<file path="src/rtl/pipe_stage_reg.sv">
// Two-entry pipeline stage (main + skid) with registered in_ready, flush and a
// saturating stall counter.
module pipe_stage_reg #(
    parameter int WIDTH         = 161,
    parameter bit CLEAR_PAYLOAD = 1'b1,
    parameter int CNT_W         = 16
) (
    input  logic             clk,
    input  logic             reset,
    input  logic             flush,
    input  logic             in_valid,
    input  logic [WIDTH-1:0] in_data,
    output logic             in_ready,
    output logic             out_valid,
    output logic [WIDTH-1:0] out_data,
    input  logic             out_ready,
    output logic [1:0]       occupancy,
    output logic [CNT_W-1:0] stall_cnt
);

    typedef enum logic [1:0] {
        EMPTY = 2'd0,
        ONE   = 2'd1,
        TWO   = 2'd2
    } state_t;

    state_t           state_q, state_d;
    logic [WIDTH-1:0] main_q, main_d;
    logic [WIDTH-1:0] skid_q, skid_d;
    logic [CNT_W-1:0] stall_q;
    logic             in_xfer, out_xfer;

    // Handshake outputs depend only on registered state, so there is no
    // combinational path from out_ready back to in_ready.
    assign in_ready  = (state_q != TWO);
    assign out_valid = (state_q != EMPTY);
    assign occupancy = state_q;
    assign out_data  = main_q;
    assign stall_cnt = stall_q;

    assign in_xfer  = in_valid & in_ready;
    assign out_xfer = out_valid & out_ready;

    always_comb begin
        state_d = state_q;
        main_d  = main_q;
        skid_d  = skid_q;
        if (flush) begin
            state_d = EMPTY;
            if (CLEAR_PAYLOAD) begin
                main_d = '0;
                skid_d = '0;
            end
        end else begin
            case (state_q)
                EMPTY: begin
                    if (in_xfer) begin
                        main_d  = in_data;
                        state_d = ONE;
                    end
                end
                ONE: begin
                    if (in_xfer && out_xfer) begin
                        main_d = in_data;
                    end else if (out_xfer) begin
                        state_d = EMPTY;
                        if (CLEAR_PAYLOAD) main_d = '0;
                    end else if (in_xfer) begin
                        skid_d  = in_data;
                        state_d = TWO;
                    end
                end
                TWO: begin
                    if (out_ready) begin
                        main_d  = skid_q;
                        state_d = ONE;
                    end
                end
                default: begin
                    state_d = EMPTY;
                    main_d  = '0;
                    skid_d  = '0;
                end
            endcase
        end
    end

    always_ff @(posedge clk or negedge reset) begin
        if (!reset) begin
            state_q <= EMPTY;
            main_q  <= '0;
            skid_q  <= '0;
        end else begin
            state_q <= state_d;
            main_q  <= main_d;
            skid_q  <= skid_d;
        end
    end

    // Counts backpressure cycles; flush neither counts nor clears it.
    always_ff @(posedge clk or negedge reset) begin
        if (!reset) begin
            stall_q <= '0;
        end else if (out_valid && !out_ready && !flush && (stall_q != '1)) begin
            stall_q <= stall_q + 1'b1;
        end
    end

endmodule

</file>
<file path="config.mk">
export PLATFORM = sky130hd
export DESIGN_NAME = pipe_stage_reg
export DESIGN_NICKNAME = d
export VERILOG_FILES = /design/src/rtl/pipe_stage_reg.sv
export SDC_FILE = /design/constraint.sdc
export NUM_CORES = 1
export LEC_CHECK = 0
export BUFFER_PORTS_ARGS = -buffer_cell sky130_fd_sc_hd__buf_2
export CELL_PAD_IN_SITES_DETAIL_PLACEMENT = 1
export CELL_PAD_IN_SITES_GLOBAL_PLACEMENT = 1
export CORE_MARGIN = 2
export CORE_UTILIZATION = 36
export CTS_CLUSTER_SIZE = 30
export DETAILED_ROUTE_END_ITERATION = 16
export GPL_TIMING_DRIVEN = 0
export PLACE_DENSITY_LB_ADDON = 0.05
export SYNTH_ARGS = -nofsm -noshare
export SYNTH_HDL_FRONTEND = slang
export SYNTH_SLANG_ARGS = --single-unit
</file>
<file path="constraint.sdc">
create_clock -name clk -period 2.1 [get_ports clk]
set_input_delay 0.315 -clock clk [delete_from_list [all_inputs] [get_ports clk]]
set_output_delay 0.315 -clock clk [all_outputs]
set_load 0.01 [all_outputs]
</file>
==> summary.md <==
| Metric | Value |
|---|---|
| Worst min path class | input port to flip-flop |
| Met3 WL | 2.77 mm |
| Final Cycle Share | 0.976 |
| TritonCTS Sinks | 340 |
| Initial antenna violation count | 4 |
| All-Layer GR Usage | 0.246 |
| Core footprint | 0.0395 mm2 |
| CP max FO | 8 |
| Status | finished clean |
| Mapped Cells | 1512 |
| PwrDens | 869 mW/mm2 |
| H-tree Lvls | 2 |
| Post-DRT Antenna Nets | 0 |
| Register area | 0.00851 mm2 |
| Nets | 2133 |
| Syn nets | 1679 |
| Most frequent cell after synthesis | nand2_1 |
| Tmin final | 2050 ps |
| Post-Synth XOR/XNOR Area | 0.00916 |
| Adder-cell area share of the yosys netlist | 0.000872 |
| DP HPWL | 35.4 mm |
| Clk_skew | 8.12 ps |
| Met1 Routed Length | 22.4 mm |
| Commonest cells post-synth | 491 x nand2_1, 340 x dfrtp_1, 251 x o21ai_0, 161 x a22oi_1, 100 x clkbuf_1 |
| Routed len/inst | 20.1 um |
| Final GP Congestion | 0.768 |
| Yosys reg bits | 340 |
| Post-Route WL | 50.7 mm |
| CTS tree | done |
| Post-Place Cells | 2384 |
| Largest net degree at the start of global routing | 100 |
| DRC | 0 |
| Router iterations before antenna repair | 4 |
| Die Footprint | 0.0415 mm2 |
| Number of global-route vias before repair | 13.8k |
| Number of synthesized flops with an enable pin | 0 |
| First-pass GRT wire length | 79.4 mm |
| Row cnt | 73 |
| CP startpoint kind | flip-flop |
| Initial Util | 0.363 |
| Total gr overflow | 0 |
| Post-synthesis mux area share | 0.00148 |
| Multi-input logic area | 0.00544 mm2 |
| Area post-placement | 0.0168 mm2 |
| Clk_lat worst skew | 550 ps |
| # IOs | 347 |
| Die X | 204 um |
| Top-area cell type share of the netlist area | 0.593 |
| Post-synthesis sequential area ratio | 0.593 |
| Maximum VDD drop | 0.580 mV |
| Crit Path Class | flip-flop to output port |
| Starting DRT DRC Count | 614 |
| DR vias/cell | 5.15 |
| Final non-filler cell total | 2521 |
| Cell taking the most area after synthesis | dfrtp_1 |
| Complex-gate fraction of the synthesized area | 0.213 |
| Maximum clock path buffer count | 3 |
| Max Freq | 488 MHz |
| Synth Area in Simple Gates | 0.141 |
| Ys flop type | dfrtp_1 |
| Routed wl met2 | 23.8 mm |
| I/O Buffers | 344 |
| R2R Setup Slk | 70 ps |
| Area delta synth->final | 33.8% |
| Slew @ Worst Pin | 716 ps |
| Root Buffer | clkbuf_16 |
| Synth unique cells | 32 |
| Max_slew headroom | 0.522 |
| Endpoints failing setup | 0 |
| Clock slew at reported path FFs | 60 ps |
| Layout cell share with drive strength beyond 1 | 0.279 |
| Fin. max-slew vios | 0 |
| Routed vias | 13.0k |
| Top layer in use | met5 |
| Syn. warnings | 0 |
| Fillers | 4679 |
| Lkg Pwr | 9.20 nW |
| Endpoints failing hold | 0 |
| Critical Path AT | 1730 ps |
| Combinational family with the most area after synthesis | compound AO/OA/AOI/OAI gates |
| Final hold slack | 22.1 ps |
| Syn_area_per_cell | 9.49 um2 |
| Finished Cell Area | 0.0192 mm2 |
| Area contributors post-synth | dfrtp_1 59%, nand2_1 13%, o21ai_0 8.8% |
| Num CTS Buffers | 40 |
| Max-Cap Viols | 0 |
| Die H | 204 um |
| Synth async-reset ratio | 1.00 |
| Synthesized area | 0.0143 mm2 |
| Crit path required time | 1780 ps |
| CP Capture Type | output port |
-- critical path, cell delays in order (launching register included) --
cell and delay, ps:
dfrtp_1 360, buf_6 160, nor2b_4 180, buf_6 130, clkbuf_16 140, inv_1 50, buf_4 160
-- stage by stage --
stage / TNS [ps] / setup WS [ps] / power (mW) / util
3_3_place_gp: -2406470 / -6360 / 9.62 / 0.423
4_1_cts: -92.6 / -92.6 / 16.8 / 0.477
6_report: 0 / 50.7 / 16.7 / 0.485
5_1_grt: -11.7 / -9.64 / 17.5 / 0.485
2_1_floorplan: 0 / 44.4 / 8.45 / -
3_5_place_dp: -262810 / -1240 / 9.70 / 0.425
-- power breakdown --
| part | switching (mW) | internal, mW | leakage (nW) |
|---|---|---|---|
| clock | 2.77 | 4.11 | 0.637 |
| combinational | 1.55 | 0.940 | 4.00 |
| sequential | 0.293 | 7.03 | 4.57 |
-- worst paths after layout --
| path | startpoint | endpoint | cells past startpoint |
|---|---|---|---|
| min in group asynchronous | reset | stall_cnt[11] | 2 |
| worst max register to register | occupancy[0] | out_data[16] | 9 |
| worst min register to register | out_data[56] | out_data[56] | 2 |
| max in group asynchronous | reset | out_data[152] | 4 |
| worst max-delay path | occupancy[1] | in_ready | 6 |
| worst min-delay path | in_data[111] | skid_q[111] | 3 |
-- cell usage in the layout (no fill, tap or decap), types with 25 or more instances in the layout --
cell type,instances
o31ai_1,62
dlygate4sd3_1,46
a22oi_1,161
clkbuf_16,43
buf_4,30
clkbuf_1,59
dfrtp_1,340
buf_2,358
o21ai_1,39
o21ai_0,190
o21ai_2,33
nand2_1,491
clkbuf_2,25
-- repair_timing --
| item | in CTS | in global routing |
|---|---|---|
| buffers inserted | 10 | 11 |
| gates resized for setup | 88 | 147 |
| pin swaps | 3 | 5 |
| hold endpoints to repair | 102 | 0 |
| hold buffers | 46 | 0 |
| setup endpoints to repair | 332 | 330 |
-- kinds of logic (layout without fill, tap and decap cells) --
logic type / after synthesis / count (layout)
xor gates and xnor gates: 15 / 15
other: 0 / 3
muxes: 2 / 2
AOI/OAI and AO/OA: 494 / 494
adders and majority gates: 1 / 1
buffers and inverters: 140 / 621
DFF: 340 / 340
and+or+nand+nor: 520 / 520
-- sequential cells by signal (all words and copies together), names as in the netlist --
signal,flops
out_data,161
skid_q,161
stall_cnt,16
occupancy,2
-- layer usage --
layer | up-vias | global-route usage
li1 | 6140 | -
met1 | 6495 | 0.323
met2 | 273 | 0.399
met3 | 81 | 0.0562
met4 | 2 | 0.0876
met5 | - | 0
-- cell type report --
type,instances,area share
multi-input cells,1032,0.283
clock buffers,63,0.0640
inverters,7,0.00137
plain buffers,131,0.0420
diodes,3,0.000391
clock inverters,6,0.00287
well taps,525,0.0342
flip-flops and latches,340,0.443
repair buffers,414,0.128
Power figures use the tool's default switching activity.
